==> src/rtl/delay_meter_multi.sv <==
// Multi-channel delay meter. It launches one edge into N_CH external delay paths
// and timestamps the synchronised return of each path, with a timeout.
module delay_meter_multi #(
    parameter int              CNT_W   = 32,
    parameter int              N_CH    = 4,
    parameter int              SETTLE  = 16,
    parameter int              MAX_CYC = 1000,
    parameter logic [N_CH-1:0] RET_INV = {N_CH{1'b0}}
) (
    input  logic                  clk,
    input  logic                  rst,
    input  logic                  start,
    input  logic                  cnt_en,
    input  logic [N_CH-1:0]       path_return,
    output logic                  path_launch,
    output logic                  busy,
    output logic                  done,
    output logic                  timeout,
    output logic [N_CH-1:0]       arrived,
    output logic [N_CH*CNT_W-1:0] stamp,
    output logic [CNT_W-1:0]      free_cnt
);

    localparam int SET_W = (SETTLE > 1) ? $clog2(SETTLE) : 1;

    typedef enum logic [2:0] {
        S_IDLE,
        S_ARM,
        S_LAUNCH,
        S_MEASURE,
        S_DONE
    } state_t;

    state_t             r_state;
    state_t             w_nextState;
    logic [SET_W-1:0]   r_settleCnt;
    logic [CNT_W-1:0]   r_measCnt;
    logic [CNT_W-1:0]   r_freeCnt;
    logic [N_CH-1:0]    r_sync1;
    logic [N_CH-1:0]    r_sync2;
    logic               r_launch;
    logic               r_timeout;
    logic [N_CH-1:0]    r_arrived;
    logic [CNT_W-1:0]   r_stamp [N_CH];

    logic [N_CH-1:0]    w_retS;
    logic [N_CH-1:0]    w_hit;
    logic               w_allArr;
    logic               w_measEnd;
    logic               w_settleEnd;

    // In MEASURE the launch register already holds the new level, so it is the target.
    assign w_retS      = r_sync2 ^ RET_INV;
    assign w_hit       = ~r_arrived & ~(w_retS ^ {N_CH{r_launch}});
    assign w_allArr    = &(r_arrived | w_hit);
    assign w_measEnd   = (r_measCnt == CNT_W'(MAX_CYC - 1));
    assign w_settleEnd = (r_settleCnt == SET_W'(SETTLE - 1));

    always_ff @(posedge clk) begin
        if (rst) begin
            r_state <= S_IDLE;
        end else begin
            r_state <= w_nextState;
        end
    end

    always_comb begin
        w_nextState = r_state;
        case (r_state)
            S_IDLE:    if (start) w_nextState = S_ARM;
            S_ARM:     if (w_settleEnd) w_nextState = S_LAUNCH;
            S_LAUNCH:  w_nextState = S_MEASURE;
            S_MEASURE: if (w_allArr || w_measEnd) w_nextState = S_DONE;
            S_DONE:    w_nextState = S_IDLE;
            default:   w_nextState = S_IDLE;
        endcase
    end

    always_ff @(posedge clk) begin
        if (rst) begin
            r_sync1 <= '0;
            r_sync2 <= '0;
        end else begin
            r_sync1 <= path_return;
            r_sync2 <= r_sync1;
        end
    end

    always_ff @(posedge clk) begin
        if (rst) begin
            r_freeCnt <= '0;
        end else if (cnt_en) begin
            r_freeCnt <= r_freeCnt + 1'b1;
        end
    end

    // A final arrival on the timeout cycle wins: timeout is only flagged if something is still missing.
    always_ff @(posedge clk) begin
        if (rst) begin
            r_settleCnt <= '0;
            r_measCnt   <= '0;
            r_launch    <= 1'b0;
            r_timeout   <= 1'b0;
            r_arrived   <= '0;
            for (int i = 0; i < N_CH; i++) r_stamp[i] <= '0;
        end else begin
            case (r_state)
                S_IDLE: begin
                    if (start) begin
                        r_arrived   <= '0;
                        r_timeout   <= 1'b0;
                        r_settleCnt <= '0;
                        for (int i = 0; i < N_CH; i++) r_stamp[i] <= '0;
                    end
                end
                S_ARM: begin
                    r_settleCnt <= r_settleCnt + 1'b1;
                end
                S_LAUNCH: begin
                    r_launch  <= ~r_launch;
                    r_measCnt <= '0;
                end
                S_MEASURE: begin
                    r_measCnt <= r_measCnt + 1'b1;
                    for (int i = 0; i < N_CH; i++) begin
                        if (w_hit[i]) begin
                            r_arrived[i] <= 1'b1;
                            r_stamp[i]   <= r_measCnt;
                        end else if (!r_arrived[i] && w_measEnd) begin
                            r_stamp[i]   <= '1;
                        end
                    end
                    if (!w_allArr && w_measEnd) r_timeout <= 1'b1;
                end
                default: begin
                end
            endcase
        end
    end

    for (genvar g = 0; g < N_CH; g++) begin : g_stamp
        assign stamp[g*CNT_W +: CNT_W] = r_stamp[g];
    end

    assign path_launch = r_launch;
    assign busy        = (r_state != S_IDLE);
    assign done        = (r_state == S_DONE);
    assign timeout     = r_timeout;
    assign arrived     = r_arrived;
    assign free_cnt    = r_freeCnt;

endmodule

==> config.mk <==
export PLATFORM = sky130hd
export DESIGN_NAME = delay_meter_multi
export DESIGN_NICKNAME = d
export VERILOG_FILES = /design/src/rtl/delay_meter_multi.sv
export SDC_FILE = /design/constraint.sdc
export NUM_CORES = 1
export LEC_CHECK = 0
export CAP_MARGIN = 25
export CORE_ASPECT_RATIO = 1.75
export CORE_MARGIN = 3
export CORE_UTILIZATION = 34
export CTS_CLUSTER_DIAMETER = 150
export DETAILED_ROUTE_END_ITERATION = 8
export GPL_ROUTABILITY_DRIVEN = 0
export PLACE_DENSITY = 0.55
export SLEW_MARGIN = 15
export SYNTH_ARGS = -nofsm -noshare
export SYNTH_HDL_FRONTEND = slang
export SYNTH_SLANG_ARGS = --single-unit
==> constraint.sdc <==
create_clock -name clk -period 5.7 [get_ports clk]
set_clock_uncertainty 0.15 [all_clocks]
set_input_delay 0.57 -clock clk [delete_from_list [all_inputs] [get_ports clk]]
set_output_delay 0.57 -clock clk [all_outputs]
set_load 0.02 [all_outputs]
After elaboration in Yosys (flattened, before gate mapping) --
Memories as Yosys holds them, arrays and structs flattened. Cells that the tools add are included.
Storage, ports and cells: word-level logic and storage cells 141, output and inout port bits 168, RAM bits 128, input bits 8, memories 1, bits in registers 85
Operators by class: reduce and logical (&&, ||, !) cells 24, eq/ne operators 14, add/subtract/negate cells 3, muxes and demuxes 69, bitwise operators 18
Memory list:
- r_stamp | depth 4, bits a word 32, rd ports 4, clocked after Yosys merged registers in 0, wr ports 4, line 44 | logic [CNT_W-1:0] r_stamp [N_CH];
Operators by type and width (number):
- $mux W32 | 12
- $add A32 B1 Y32 const B | 2
- $pmux W32 S2 | 1
- $mux W1 | 48
- $eq A32 B10 Y1 const B | 1
- $reduce_and A3 Y1 | 6
- $ne A2 B2 Y1 const B | 8
- $pmux W4 S2 | 2
- $or A1 B1 Y1 | 12
- $pmux W3 S4 | 1
- $mux W3 | 3
- $not A4 Y4 | 2
- $eq A3 B2 Y1 const B | 2
- $reduce_bool A2 Y1 | 3
- $logic_and A1 B1 Y1 | 5
- $logic_not A1 Y1 | 5
- $add A4 B1 Y4 const B | 1
- $and A4 B4 Y4 | 1
- $eq A4 B4 Y1 const B | 1
- $mux W4 | 1
- $or A4 B4 Y4 | 1
- $reduce_and A4 Y1 | 1
- $xor A4 B4 Y4 | 1
- $eq A3 B1 Y1 const B | 1
- 7 further kinds | 7

Depth between registers and ports, before layout --
Gate-level depths: netlist of run 1.
depth after elaboration 9, mapped depth 9

Worst setup path before layout of run 1 --
No wires, ideal clock.
kind register -> register, from reg r_measCnt[25], to mem r_stamp[0][0], enable pin, period minus slack after synthesis 4.549 ns, setup slack 1.151 ns, required time 5.084 ns, stages on the path, launching flop included 7, buffers on the path 2, arrival 3.933 ns, setup time 0.466 ns, cell sequence dfxtp_1 > buf_6 > or4_4 > nor4_4 > buf_6 > a31oi_1 > o21ai_0
RTL lines:
- from (decl) | line 37 | logic [CNT_W-1:0] r_measCnt;
- from (signal assigned) | line 124 | r_measCnt <= r_measCnt + 1'b1;
- to (decl) | line 44

==> flow_metrics.tcl, run 1 <==
set metrics [dict create \
    portBuffers 175 \
    yosysWarnings 0 \
    critPathLaunchType "flop" \
    num_rows 80 \
    synth_top_area_share_pct 30.05 \
    dp_hpwl_um 22200 \
    worst_pin_slew_ns 0.9892 \
    hp-start "r_sync1[1]" \
    synth.area.top_cells "edfxtp_1 (30%), dfxtp_1 (24%), a21oi_1 (7.0%)" \
    ys_ff_latch 213 \
    die_h_um 228.2 \
    fin_nets 1118 \
    critical_path.startpoint "r_measCnt[3]" \
    path_class "reg2reg" \
    core-area_um2 27530 \
    synth.most_common_cell "nand2_1" \
    relSlewSlack_pct 33.81 \
    antenna_found_initial 0 \
    multi_input_area_um2 3925 \
    drt_iter0_markers 593 \
    nFillCells 2688 \
    rr_startpoint "r_measCnt[3]" \
    powerDensity_nw_per_um2 299.9 \
    antenna_left 0 \
    synth_area_um2 9594 \
    seqCellArea_um2 5225 \
    ios 176 \
    setup_violations 0 \
    max-vdd-ir-drop_mv 0.2216 \
    drc 0 \
    p_sw_share_pct 25.56 \
    via_per_inst 5.445 \
    clk_path_buf_depth 3 \
    synth_edf_count 96 \
    critPathCaptureType "flop" \
    final_layout_size_suffix_gt1_share_pct 9.091 \
    post-route-cell-area_um2 12230 \
    synth_cells 997 \
    drv_slew 0 \
    p_switching_uw 937.1 \
    area_delta_synth_final_pct 27.43 \
    synth.avg_cell_area_um2 9.623 \
    yosys_most_used_dff "dfxtp_1" \
    path_max_fanout 32 \
    synth_area_leader_cell "edfxtp_1" \
    fmax_ghz 0.2966 \
    whs_endpoint "r_sync2[1]" \
    p_int_uw 2729 \
    syn_nets 1008 \
    grt_pass1_wl_um 47100 \
    post_cts_buffers 0 \
    setup_tns_ns 0 \
    layout.cells.non_filler 1491 \
    period_share_pct 59.15 \
    reg2reg_slack_ns 2.33 \
    clkPwrFrac_pct 40.5 \
    grt_overflow 0 \
    clk_latency_ns 0.52 \
    clock_tree.root_cell "clkbuf_16" \
    placed_area_um2 11490 \
    hold_class "reg2reg" \
    start_util_pct 34.85 \
    power_frac_seq_pct 47.0 \
    hold_violations 0 \
    vias 8118 \
    finalCriticalPeriod_ns 3.371 \
    htree_levels 1 \
    tritoncts "done" \
    grt_pass1_vias 7792 \
    finish.utilization_pct 44.41 \
    dp_cells 1452 \
    cts_sinks 213 \
    clk_pin_slew_ns 0.07 \
    ctsHoldBuffers 0 \
    r2r_end "r_stamp[3][21]" \
    num_antenna_cells 0 \
    r2r_cells 4 \
    grt_start_max_net_pins 71 \
    required_ns 5.68 \
    whs_path_depth 1 \
    dieArea_um2 30350 \
    cp.arrival_ns 3.35 \
    p_comb_share_pct 12.5 \
    synth_commonest_cells "nand2_1 (154), a21oi_1 (134), dfxtp_1 (117)" \
    leakage_uw 0.003977 \
    yosysSeqAreaShare_pct 54.46 \
    fp.dieW_um 133.0 \
    cts_inserted_buffers 21 \
    grt.total_usage_pct 19.93 \
    synth.distinct_cells 55 \
    routedWlPerCell_um 21.08 \
    routed_wl_um 31430 \
    rsz0062_at_grt "false" \
    max_cap_violations 0 \
    cts_resized 0 \
    first_pass_iters 5 \
    async_flop_share_pct 0 \
    outcome "finished, final reports clean" \
]
-- stage by stage --
stage	hold slack [ns]	power (uW)	setup WS [ns]
2_1_floorplan	0.2638	2002	1.151
3_3_place_gp	0.2670	2222	2.395
3_5_place_dp	0.2723	2224	2.345
4_1_cts	0.2867	3712	2.312
5_1_grt	0.3069	3784	2.175
6_report	0.2835	3667	2.329
-- power groups by stage --
stage               combinational (uW)  clock [uW]  sequential [uW]
floorplan                          161           0             1840
global placement                   463           0             1760
detailed placement                 464           0             1760
CTS                                464        1520             1730
global route                       486        1570             1730
finish                             459        1480             1720
-- per-layer routing --
| metal | wire length [um] | global-route usage [%] |
|---|---|---|
| met1 | 10840 | 19.98 |
| met2 | 17310 | 39.11 |
| met3 | 1583 | 2.557 |
| met4 | 1702 | 10.18 |
| met5 | 0 | 0 |
-- worst max path at each step --
| stage | endpoint | slack (ns) | depth (start not counted) |
|---|---|---|---|
| 3_5_place_dp | r_stamp[3][4] | 2.34 | 4 |
| 5_1_grt | r_stamp[3][21] | 2.17 | 4 |
| 2_1_floorplan | r_stamp[0][0] | 1.15 | 6 |
| 6_report | r_stamp[3][21] | 2.33 | 4 |
| 3_3_place_gp | r_stamp[3][2] | 2.39 | 4 |
| 4_1_cts | r_stamp[3][21] | 2.31 | 4 |
-- sequential cells by signal, summed over array words and instances (netlist names) --
| signal | count |
|---|---|
| timeout | 1 |
| r_sync2 | 4 |
| r_sync1 | 4 |
| r_settleCnt | 4 |
| free_cnt | 32 |
| r_stamp | 128 |
| path_launch | 1 |
| arrived | 4 |
| r_measCnt | 32 |
| r_state | 3 |
-- final cells by class --
| cell class | count | share of cell area (%) |
|---|---|---|
| clock buffers | 25 | 4.503 |
| clock inverters | 13 | 1.423 |
| inverters | 10 | 0.3070 |
| multi-input cells | 672 | 32.11 |
| flip-flops and latches | 213 | 42.74 |
| well taps | 369 | 3.776 |
| repair buffers | 189 | 15.15 |
-- logic make-up after synthesis --
| logic type | Yosys count | share of synthesized area (%) |
|---|---|---|
| XOR/XNOR | 21 | 1.917 |
| AND/OR/NAND/NOR | 436 | 25.44 |
| flip-flops | 213 | 54.46 |
| adder cells (fa/ha/maj) | 3 | 0.3913 |
| multiplexers | 5 | 0.5217 |
| AO/OA/AOI/OAI | 207 | 12.02 |
| buffers and inverters | 112 | 5.243 |
-- cell usage in the layout, fill, tap and decap left out, types with 3 or more instances in the layout --
cell	Yosys	final
clkdlybuf4s50_1	0	174
nand2_1	154	154
a21oi_1	134	134
dfxtp_1	117	117
edfxtp_1	96	96
nand3_1	61	61
nor2_1	36	36
or4b_2	32	32
or4_1	23	23
o21ai_0	25	22
nand4_1	21	21
o31ai_1	21	21
clkbuf_16	0	21
nor3_1	15	15
xnor2_1	17	14
buf_4	2	14
nor4_1	13	13
or3_1	12	12
nor2b_1	11	11
inv_1	10	10
a31oi_1	10	10
nor3b_1	10	10
and3_1	9	9
and4_1	8	8
nand2b_1	6	6
mux2i_1	5	5
clkinv_2	0	5
nand3b_1	4	4
xor2_1	4	4
bufinv_16	0	4
nand4b_1	3	3
and2_1	3	3
o21a_1	3	3
ha_1	3	3
clkbuf_1	69	3
-- worst max-delay path, cell delays in order (launching register included) --
cell and delay, ns:
dfxtp_1 0.42, or4_4 0.57, nor4_4 0.76, a31oi_1 0.25, o21ai_4 0.81
Note: power is estimated with default switching activity, not from simulation.
==> inputs of run 2 (changes only) <==
Clock period 5.7 ns to 3.2 ns, I/O delays scaled along.
==> flow_metrics.tcl, run 2 (synthesis results as in run 1) <==
set metrics [dict create \
    outcome "finished, final reports clean" \
    p_comb_share_pct 13.4 \
    area_delta_synth_final_pct 30.11 \
    clock_tree.root_cell "clkbuf_16" \
    drv_slew 0 \
    clk_latency_ns 0.52 \
    hold_class "in2reg" \
    grt_overflow 0 \
    largest_register_ffs 128 \
    leakage_uw 0.004148 \
    core-area_um2 27530 \
    pre_cts_slack_ns 0.5529 \
    first_pass_iters 5 \
    critPathSlowestCell "and3_1" \
    final_common_cell "clkdlybuf4s50_1" \
    p_switching_uw 1693 \
    finish.utilization_pct 45.35 \
    reg2reg_slack_ns 0.56 \
    required_ns 3.26 \
    critPathCaptureType "flop" \
    portBuffers 175 \
    setup_tns_ns 0 \
    relSlewSlack_pct 45.28 \
    via_per_inst 5.483 \
    antenna_found_initial 0 \
    tritoncts "done" \
    period_share_pct 82.60 \
    cp_top_family "simple AND/OR/NAND/NOR gates" \
    routedWlPerCell_um 20.98 \
    fin_ws_ns 0.5566 \
    finalCriticalPeriod_ns 2.643 \
    rsz0062_at_grt "false" \
    crit_buf_inv 1 \
    regMostFlops "r_stamp" \
    grt_pass1_wl_um 49020 \
    path_class "reg2reg" \
    num_rows 80 \
    cts_resized 0 \
    post_cts_buffers 0 \
    p_int_uw 4714 \
    start_util_pct 34.85 \
    placed_area_um2 11810 \
    crit_chain "nor4_1 > and3_1 > a31oi_1 > o21ai_2 > buf_12" \
    grt_pass1_vias 8322 \
    cts_inserted_buffers 22 \
    num_antenna_cells 0 \
    rr_startpoint "r_measCnt[23]" \
    cts_sinks 213 \
    die_h_um 228.2 \
    worst_pin_slew_ns 0.8169 \
    critical_path.startpoint "r_measCnt[23]" \
    routed_wl_um 32080 \
    dieArea_um2 30350 \
    clk_path_buf_depth 3 \
    layout.cells.most_common_list "clkdlybuf4s50_1 (174), nand2_1 (154), a21oi_1 (134)" \
    antenna_left 0 \
    hp-start "path_return[1]" \
    fmax_ghz 0.3783 \
    grt_start_max_net_pins 65 \
    ios 176 \
    power_frac_seq_pct 47.8 \
    hold_violations 0 \
    powerDensity_nw_per_um2 513.3 \
    clk_pin_slew_ns 0.06 \
    htree_levels 1 \
    final_layout_size_suffix_gt1_share_pct 11.81 \
    ctsHoldBuffers 0 \
    fp.dieW_um 133.0 \
    critPathLaunchType "flop" \
    setup_violations 0 \
    dp_hpwl_um 22010 \
    max-vdd-ir-drop_mv 0.3604 \
    post-route-cell-area_um2 12480 \
    drt_iter0_markers 610 \
    path_max_fanout 32 \
    grt.total_usage_pct 20.47 \
    vias 8384 \
    p_sw_share_pct 26.43 \
    slowest_delay_ns 0.58 \
    max_cap_violations 0 \
    clkPwrFrac_pct 38.8 \
    cp.arrival_ns 2.70 \
    fin_nets 1156 \
    drc 0 \
]
[run 2: power by group through the flow]
| stage | Clock (uW) | Sequential, uW | Combinational (uW) |
|---|---|---|---|
| CTS | 2530 | 3070 | 866 |
| detailed placement | 0 | 3130 | 864 |
| global route | 2640 | 3080 | 908 |
| floorplan | 0 | 3270 | 291 |
| global placement | 0 | 3130 | 861 |
| finish | 2490 | 3060 | 858 |
[run 2: layout make-up]
class | instances | area [um^2]
clock buffer | 26 | 586.8
clock inverter | 13 | 91.34
fill | 2681 | 15040
inverter | 10 | 37.54
multi-input combinational | 672 | 3914
sequential | 213 | 5225
tap | 369 | 461.7
timing repair buffer | 226 | 2167
[run 2: worst reg2reg max path: stages (launching register included)]
cell     delay [ns]
dfxtp_1        0.48
nor4_1         0.43
and3_1         0.58
a31oi_1        0.26
o21ai_2        0.21
buf_12         0.23
[run 2: worst paths after layout]
path	to	cells after the start
worst max-delay path	r_stamp[0][13]	5
worst min-delay path	r_sync1[1]	2
worst max register to register	r_stamp[0][13]	5
worst min register to register	r_sync2[0]	1
[run 2: per-stage QoR]
| stage | power (uW) | hold WS [ns] | std cells |
|---|---|---|---|
| 2_1_floorplan | 3562 | 0.2638 | 997 |
| 3_3_place_gp | 3988 | 0.2665 | 1490 |
| 3_5_place_dp | 3992 | 0.2723 | 1490 |
| 4_1_cts | 6463 | 0.1914 | 1529 |
| 5_1_grt | 6629 | 0.2092 | 1529 |
| 6_report | 6408 | 0.2117 | 1529 |
[run 2: metal layers]
layer | wire length [um] | share of wire, % | vias to the layer above | global-route usage (%)
met3 | 1763 | 5.5 | 93 | 2.778
met5 | 0 | 0 | - | 0
met2 | 17030 | 53 | 314 | 38.10
met1 | 11530 | 36 | 4054 | 22.05
li1 | - | - | 3923 | -
met4 | 1747 | 5.4 | 0 | 10.96
==> inputs of run 3 (changes only) <==
Settings changed: PLACE_DENSITY 0.55 to 0.57.
Clock period 3.2 ns to 2.26 ns, I/O delays scaled along.
==> flow_metrics.tcl, run 3 (synthesis results as in run 1) <==
set metrics [dict create \
    antenna_found_initial 1 \
    hold_violations 0 \
    area_delta_synth_final_pct 45.19 \
    ios 176 \
    start_util_pct 34.85 \
    fmax_ghz 0.4187 \
    max-vdd-ir-drop_mv 0.4193 \
    routed_wl_um 33510 \
    cts_inserted_buffers 21 \
    core-area_um2 27530 \
    grt_pass1_vias 8700 \
    layout.cells.most_common_list "clkdlybuf4s50_1 (172), nand2_1 (154), dfxtp_1 (115)" \
    drt_iter0_markers 626 \
    powerDensity_nw_per_um2 655.2 \
    grt.total_usage_pct 21.07 \
    regMostFlops "r_stamp" \
    portBuffers 175 \
    finalCriticalPeriod_ns 2.388 \
    crit_chain "or4_4 > nor4_4 > buf_4 > buf_12 > nand4b_1 > buf_6 > clkbuf_16 > a21oi_4" \
    period_share_pct 105.7 \
    total_power_uw 9126 \
    via_per_inst 5.375 \
    num_antenna_cells 0 \
    final_layout_size_suffix_gt1_share_pct 25.38 \
    die_h_um 228.2 \
    outcome "finished with violations" \
    worst_pin_slew_ns 0.6183 \
    clk_pin_slew_ns 0.07 \
    nFillCells 2478 \
    clk_latency_ns 0.52 \
    htree_levels 1 \
    path_class "reg2reg" \
    fp.dieW_um 133.0 \
    grt_start_max_net_pins 65 \
    layout.cells.non_filler 1610 \
    setup_tns_ns -13.24 \
    finish.utilization_pct 50.60 \
    crit_buf_inv 4 \
    clk_path_buf_depth 3 \
    tritoncts "done" \
    drv_slew 0 \
    dieArea_um2 30350 \
    cp.arrival_ns 2.60 \
    max_cap_violations 0 \
    fin_ws_ns -0.1285 \
    dp_cells 1547 \
    critPathCaptureType "flop" \
    vias 8654 \
    largest_register_ffs 128 \
    antenna_left 0 \
    required_ns 2.47 \
    num_rows 80 \
    path_max_fanout 8 \
    critPathSlowestCell "or4_4" \
    setup_violations 167 \
    cts_sinks 213 \
    ctsHoldBuffers 0 \
    routedWlPerCell_um 20.81 \
    final_common_cell "clkdlybuf4s50_1" \
    fin_nets 1237 \
    slowest_delay_ns 0.54 \
    drc 0 \
    cp_top_family "simple AND/OR/NAND/NOR gates" \
    critPathLaunchType "flop" \
    leakage_uw 0.004699 \
    rsz0062_at_grt "true" \
    violations "setup timing" \
    clock_tree.root_cell "clkbuf_16" \
    first_pass_iters 5 \
    hold_class "in2reg" \
    dp_hpwl_um 22480 \
    grt_pass1_wl_um 49870 \
    grt_overflow 0 \
    relSlewSlack_pct 58.58 \
]
[run 3: cell count changes in the layout (fill, tap and decap cells not counted), moves of 7 or more]
cell,before,now
a21oi_1,134,50
buf_4,48,98
buf_12,3,15
a21oi_2,2,77
a21oi_4,0,9
buf_6,0,7
[run 3: worst paths after layout]
check,startpoint,to,slack [ns],cells after the start
worst max-delay path,r_measCnt[13],r_stamp[3][27],-0.13,8
worst min register to register,r_sync1[1],r_sync2[1],0.28,1
worst min-delay path,path_return[1],r_sync1[1],0.12,2
worst max register to register,r_measCnt[13],r_stamp[3][27],-0.13,8
[run 3: timing repair]
item | CTS | global route
setup endpoints to repair | 148 | 202
gates cloned | 9 | 5
pin swaps | 6 | 11
resized for setup | 74 | 64
buffers inserted | 12 | 7
[run 3: per-layer routing]
| metal | vias to the layer above | wire length (um) | GRT usage [%] |
|---|---|---|---|
| met2 | 332 | 18060 | 39.85 |
| met1 | 4126 | 11510 | 21.88 |
| li1 | 4092 | - | - |
| met4 | 2 | 2162 | 12.94 |
| met5 | - | 20 | 0 |
| met3 | 102 | 1757 | 2.094 |
[run 3: where the power goes]
group          internal, uW  switching (uW)  leakage (uW)
sequential             4240            90.0       0.00198
clock                  1860            1530      0.000318
combinational           597             808       0.00240
[run 3: through the flow]
stage / instance area [um^2] / setup slack, ns / hold WS [ns]
floorplan: 9643 / -0.4579 / 0.2042
global placement: 12360 / -0.1368 / 0.2707
detailed placement: 12360 / -0.1635 / 0.2720
CTS: 13600 / -0.1514 / 0.1034
global route: 13930 / -0.1868 / 0.1124
finish: 13930 / -0.1285 / 0.1177
[run 3: final cells by class]
type | instances | area (um^2) | share of cell area [%]
Sequential cell | 213 | 5228 | 37.53
Multi-Input combinational cell | 673 | 4399 | 31.58
Inverter | 10 | 37.54 | 0.2695
Clock inverter | 14 | 105.1 | 0.7545
Timing Repair Buffer | 307 | 3152 | 22.63
Clock buffer | 24 | 546.8 | 3.925
Tap cell | 369 | 461.7 | 3.314
